[src/rtl/gate_accumulator_pkg.sv]
// ============================================================================
// Module : gate_accumulator_pkg
// Brief  : Shared fixed-point defaults and FSM encodings for the gate accumulator.
// Rev    : 1.0  initial release
// ============================================================================
`default_nettype none

package gate_accumulator_pkg;

    localparam int DEFAULT_WIDTH     = 11;
    localparam int DEFAULT_COUNT     = 16;
    localparam int DEFAULT_ACC_WIDTH = 15;

    typedef logic [0:0] state_t;

    localparam state_t ST_ACCUM = 1'b0;
    localparam state_t ST_DONE  = 1'b1;

endpackage

`default_nettype wire

[src/rtl/nbit_carrylookahead.sv]
// ============================================================================
// Module : nbit_carrylookahead
// Brief  : Parameterised adder with fully flattened carry-lookahead carries.
// Rev    : 1.0  initial release
// ============================================================================
`default_nettype none

module nbit_carrylookahead #(
    parameter int WIDTH = 8
) (
    input  logic [WIDTH-1:0] a,
    input  logic [WIDTH-1:0] b,
    input  logic             cin,
    output logic [WIDTH-1:0] sum,
    output logic             cout
);

    logic [WIDTH-1:0] w_p;
    logic [WIDTH-1:0] w_g;
    logic [WIDTH:0]   w_c;

    assign w_p = a ^ b;
    assign w_g = a & b;

    // Each carry is the OR of every generate term propagated up to it, so
    // no carry depends on another carry.
    always_comb begin
        logic v_run;
        logic v_carry;
        w_c    = '0;
        w_c[0] = cin;
        for (int i = 0; i < WIDTH; i++) begin
            v_carry = w_g[i];
            v_run   = w_p[i];
            for (int j = i - 1; j >= 0; j--) begin
                v_carry = v_carry | (v_run & w_g[j]);
                v_run   = v_run & w_p[j];
            end
            v_carry    = v_carry | (v_run & cin);
            w_c[i + 1] = v_carry;
        end
    end

    generate
        for (genvar k = 0; k < WIDTH; k++) begin : g_sum_bit
            assign sum[k] = w_p[k] ^ w_c[k];
        end
    endgenerate

    assign cout = w_c[WIDTH];

endmodule

`default_nettype wire

[src/rtl/gate_accumulator.sv]
// ============================================================================
// Module : gate_accumulator
// Brief  : Signed accumulator of COUNT streamed terms with saturated result,
//          valid/ready on both sides.
// Rev    : 1.0  initial release
// ============================================================================
`default_nettype none

module gate_accumulator
    import gate_accumulator_pkg::*;
#(
    parameter int WIDTH     = DEFAULT_WIDTH,
    parameter int COUNT     = DEFAULT_COUNT,
    parameter int ACC_WIDTH = DEFAULT_ACC_WIDTH
) (
    input  logic             clk,
    input  logic             rst,
    input  logic             clear,
    input  logic             in_valid,
    output logic             in_ready,
    input  logic [WIDTH-1:0] in_data,
    output logic             out_valid,
    input  logic             out_ready,
    output logic [WIDTH-1:0] out_data,
    output logic             out_sat
);

    localparam int CNT_WIDTH = (COUNT > 1) ? $clog2(COUNT) : 1;

    localparam logic [CNT_WIDTH-1:0] c_last    = CNT_WIDTH'(COUNT - 1);
    localparam logic [WIDTH-1:0]     c_sat_max = {1'b0, {(WIDTH-1){1'b1}}};
    localparam logic [WIDTH-1:0]     c_sat_min = {1'b1, {(WIDTH-1){1'b0}}};

    state_t                 r_state;
    state_t                 w_state_next;
    logic [ACC_WIDTH-1:0]   r_acc;
    logic [CNT_WIDTH-1:0]   r_cnt;
    logic [ACC_WIDTH-1:0]   w_term;
    logic [ACC_WIDTH-1:0]   w_sum;
    logic                   w_carry_unused;
    logic                   w_take;
    logic                   w_last;
    logic [ACC_WIDTH-WIDTH:0] w_hi;
    logic                   w_ovf;
    logic [WIDTH-1:0]       w_sat_data;

    assign w_term = {{(ACC_WIDTH-WIDTH){in_data[WIDTH-1]}}, in_data};

    nbit_carrylookahead #(
        .WIDTH (ACC_WIDTH)
    ) u_cla (
        .a    (r_acc),
        .b    (w_term),
        .cin  (1'b0),
        .sum  (w_sum),
        .cout (w_carry_unused)
    );

    // A clear in the same cycle wins over the term, which is dropped.
    assign w_take = in_valid && (r_state == ST_ACCUM) && !clear;
    assign w_last = (r_cnt == c_last);

    // The sum fits in WIDTH bits only when all bits from the result sign up are equal.
    assign w_hi       = w_sum[ACC_WIDTH-1:WIDTH-1];
    assign w_ovf      = !((&w_hi) || !(|w_hi));
    assign w_sat_data = !w_ovf ? w_sum[WIDTH-1:0]
                      : (w_sum[ACC_WIDTH-1] ? c_sat_min : c_sat_max);

    always_ff @(posedge clk) begin
        if (rst) begin
            r_state <= ST_ACCUM;
        end else begin
            r_state <= w_state_next;
        end
    end

    always_comb begin
        w_state_next = r_state;
        case (r_state)
            ST_ACCUM: if (w_take && w_last) w_state_next = ST_DONE;
            ST_DONE:  if (out_ready)        w_state_next = ST_ACCUM;
            default:                        w_state_next = ST_ACCUM;
        endcase
    end

    always_comb begin
        in_ready  = (r_state == ST_ACCUM);
        out_valid = (r_state == ST_DONE);
    end

    always_ff @(posedge clk) begin
        if (rst) begin
            r_acc    <= '0;
            r_cnt    <= '0;
            out_data <= '0;
            out_sat  <= 1'b0;
        end else if (r_state == ST_ACCUM) begin
            if (clear) begin
                r_acc <= '0;
                r_cnt <= '0;
            end else if (w_take) begin
                if (w_last) begin
                    out_data <= w_sat_data;
                    out_sat  <= w_ovf;
                    r_acc    <= '0;
                    r_cnt    <= '0;
                end else begin
                    r_acc <= w_sum;
                    r_cnt <= r_cnt + 1'b1;
                end
            end
        end
    end

endmodule

`default_nettype wire
[config.mk]
export PLATFORM = sky130hd
export DESIGN_NAME = gate_accumulator
export DESIGN_NICKNAME = d
export VERILOG_FILES = /design/src/rtl/gate_accumulator_pkg.sv /design/src/rtl/nbit_carrylookahead.sv /design/src/rtl/gate_accumulator.sv
export SDC_FILE = /design/constraint.sdc
export NUM_CORES = 1
export LEC_CHECK = 0
export CAP_MARGIN = 20
export CORE_ASPECT_RATIO = 0.7
export CORE_UTILIZATION = 45
export DETAILED_ROUTE_END_ITERATION = 10
export PLACE_DENSITY = 0.71
export SETUP_SLACK_MARGIN = 0.3
export SYNTH_ARGS = -nofsm -noshare
export SYNTH_HDL_FRONTEND = slang
export SYNTH_SLANG_ARGS = --single-unit
[constraint.sdc]
create_clock -name clk -period 3.4 [get_ports clk]
set_input_delay 0.34 -clock clk [delete_from_list [all_inputs] [get_ports clk]]
set_output_delay 0.34 -clock clk [all_outputs]
set_load 0.02 [all_outputs]
==> impl_metrics.tcl, run 1 <==
set metrics [dict create \
    status "completed" \
    dp_cells 305 \
    syn_avg_cell_area_um2 8.493 \
    yosys_warnings 0 \
    cts_tree "yes" \
    vias_per_cell 5.565 \
    grt_pass1_wl_mm 7.327 \
    grt.total_usage_pct 20.80 \
    drt-initial-drc-count 72 \
    nets 293 \
    core_area_um2 4041 \
    dpl_worst_slack_ps 151.0 \
    required_ps 3580 \
    synth-compound-area-share_pct 27.42 \
    cpPeakStageDelay_ps 450 \
    yosysTopAreaCell "dfxtp_1" \
    hold_viol_final 0 \
    gp_congestion 0.9133 \
    worstPathCellList "clkdlybuf4s50_1 -> ha_1 -> a211oi_1 -> o21ai_1 -> a31o_2 -> xnor2_1 -> and4_1 -> o31ai_4 -> buf_4 -> a311oi_1" \
    syn_nets 263 \
    combPwrFrac_pct 22.3 \
    switching_power_mw 0.2467 \
    synthAdderAreaFrac_pct 10.59 \
    vias 1742 \
    dr.pass1.iters 4 \
    antenna_found_initial 0 \
    initial_core_util_pct 48.54 \
    drv_cap 0 \
    use_met2_pct 27.13 \
    wire_per_inst_um 14.49 \
    ys_ff_latch 32 \
    use_met3_pct 5.600 \
    drive_gt1_share_pct 8.812 \
    dominantRegCellSynth "dfxtp_1" \
    p_per_area_nw_per_um2 356.0 \
    p_sw_share_pct 28.98 \
    cp-end-kind "flop" \
    slew_headroom_pct 66.53 \
    placed_area_um2 2298 \
    clkTransAtPathRegs_ps 70 \
    io_buffers 29 \
    synth_top_family_by_area "compound AO/OA/AOI/OAI gates" \
    antenna_cells_inserted 0 \
    place_hpwl_mm 3.361 \
    leakagePower_nw 0.9529 \
    synth_xor_area_share_pct 6.186 \
    insertion_delay_ps 270 \
    ys_seq_area_share_pct 32.65 \
    fin_crit_ps 2953 \
    skew_ps 3.194 \
    ys_types 46 \
    syn_inst 231 \
    clock_path_buffers 2 \
    die_x_um 80.92 \
    die_h_um 57.25 \
    fin_setup_tns_ps 0 \
    final_cell_area_um2 2391 \
    crit_slowest_cell "clkdlybuf4s50_1" \
    tightest_slew_ps 495.8 \
    netlist_area_um2 1962 \
    worstPathMaxFanout 10 \
    clockRootBuffer "clkbuf_8" \
    met1_usage_pct 34.29 \
    p_int_mw 0.6046 \
    rsz0062_at_grt "false" \
    pwr-share-seq_pct 45.8 \
    cp.arrival_ps 3130 \
    async_reset_ff_share_pct 0 \
    finalSetupViolCount 0 \
    die_area_um2 4632 \
    worstSetupPathType "in -> reg" \
    cts_max_level 2 \
    rows 19 \
    fin_ws_ps 447.4 \
    drt_wl_total_mm 4.535 \
    clock_power_share_pct 31.9 \
    peakVddDrop_v 0.0003437 \
    post-route-period-util_pct 86.84 \
    yosys.area.top_type_share_pct 32.65 \
    yosys.area_share.simple_pct 19.32 \
    fmax_mhz 338.7 \
    holdWs_ps 471.2 \
    ant_nets 0 \
    drc 0 \
    synth_edf_count 0 \
    grt.busiest_layer "met1" \
    syn2layout_area_growth_pct 21.87 \
    cts_sinks 32 \
    timing_max_transition_violations_final 0 \
    hp-class "reg -> reg" \
    grt_start_max_net_pins 21 \
    start_kind "primary input" \
    io-pin-count 30 \
    cts_made_buffers 5 \
    synthTopCellsByArea "dfxtp_1 33%, ha_1 9.6%, nor2_1 7.1%" \
    synth_mux_area_share_pct 0 \
    grt_overflow 0 \
    layout.cells.non_filler 313 \
    grt_pass1_vias 1496 \
]
==> per-layer routing <==
layer  part of all wire, %  up-vias
li1                      -      910
met5                     0        -
met1                    55      781
met3                   6.5        0
met2                    39       51
met4                     0        0
==> cells by family after synthesis <==
kind of cell               after synthesis
DFF                                     32
adders and majority gates               16
and+or+nand+nor                         81
AOI/OAI and AO/OA                       71
buffers and inverters                   18
xor gates and xnor gates                13
==> path summary, 6_finish.rpt <==
kind	from	to	slack, ps	cells after the start
worst max-delay path	in_data[1]	out_data[4]	450	10
worst min-delay path	r_acc[4]	r_acc[4]	470	2
worst max register to register	r_acc[1]	out_data[4]	660	9
worst min register to register	r_acc[4]	r_acc[4]	470	2
==> through the flow <==
step | util, % | power, mW
finish | 59.16 | 0.8512
global route | 59.16 | 0.8890
CTS | 58.79 | 0.8459
detailed placement | 56.87 | 0.5803
global placement | 56.87 | 0.5790
floorplan | - | 0.5285
==> cell usage after synthesis, drive strengths merged (8+ instances only) <==
master  number
a21oi       12
xnor2        9
dfxtp       32
a211oi       9
ha          15
nand2       15
o21ai        9
a22oi        8
nor2        37
clkbuf       9
==> sequential cells by signal, indices dropped and copies added (netlist names) <==
signal	count
r_cnt	4
out_data	11
out_sat	1
out_valid	1
r_acc	15
==> cell type report <==
type / count / area [µm²]
Clock buffer: 6 / 72.57
Clock inverter: 1 / 5.005
Fill cell: 379 / 1650
Inverter: 7 / 26.28
Multi-Input combinational cell: 181 / 1254
Sequential cell: 32 / 640.6
Tap cell: 52 / 65.06
Timing Repair Buffer: 34 / 327.8
==> critical path, delay by kind of cell <==
family / cells / cell delay (ps)
AO/OA/AOI/OAI: 5 / 1230
buffers and inverters: 2 / 630
AND/OR/NAND/NOR: 1 / 340
adder cells (fa/ha/maj): 1 / 330
XOR/XNOR: 1 / 240
==> layout by cell type, fill, tap and decap left out, types with 2 or more instances in the layout <==
| cell type | synthesis | final |
|---|---|---|
| and2_1 | 4 | 4 |
| o21ai_1 | 0 | 2 |
| clkdlybuf4s50_1 | 0 | 29 |
| nor3_1 | 3 | 3 |
| inv_1 | 7 | 7 |
| nand2b_1 | 2 | 2 |
| o21a_1 | 4 | 4 |
| or2_2 | 2 | 2 |
| a2bb2oi_1 | 3 | 3 |
| a21o_1 | 4 | 4 |
| nand3_1 | 7 | 7 |
| a22oi_1 | 8 | 8 |
| nand4_1 | 3 | 3 |
| nor2_1 | 37 | 37 |
| ha_1 | 15 | 15 |
| a211oi_1 | 9 | 9 |
| o21ai_0 | 8 | 6 |
| dfxtp_1 | 32 | 32 |
| nand2_1 | 15 | 15 |
| o211a_1 | 2 | 2 |
| a31o_2 | 2 | 2 |
| a311oi_1 | 6 | 6 |
| xnor2_1 | 8 | 8 |
| buf_4 | 0 | 5 |
| and3_1 | 2 | 2 |
| o31ai_1 | 2 | 2 |
| xor2_1 | 4 | 4 |
| and4_1 | 2 | 2 |
| a21oi_1 | 12 | 12 |
| clkbuf_8 | 0 | 5 |
==> power by group through the flow <==
stage                     Sequential (mW)  Combinational [mW]  Clock (mW)
after floorplan                     0.396               0.132           0
final                               0.390               0.190       0.272
after CTS                           0.389               0.184       0.273
after global placement              0.398               0.181           0
after detailed placement            0.398               0.183           0
after global routing                0.390               0.210       0.289
==> what timing repair did <==
| action | 4_1_cts | 5_1_grt |
|---|---|---|
| buffers inserted | 0 | 1 |
| hold buffers | 0 | 0 |
| resized for setup | 0 | 2 |
| endpoints found under the setup margin | 0 | 9 |
No activity file was read; power rests on OpenSTA's default activity.
==> run 2: changes to the inputs <==
Settings changed: CAP_MARGIN 20 to 40.
==> results of run 2 <==
No change in the layout: final DEF, timing and power equal those of run 1.
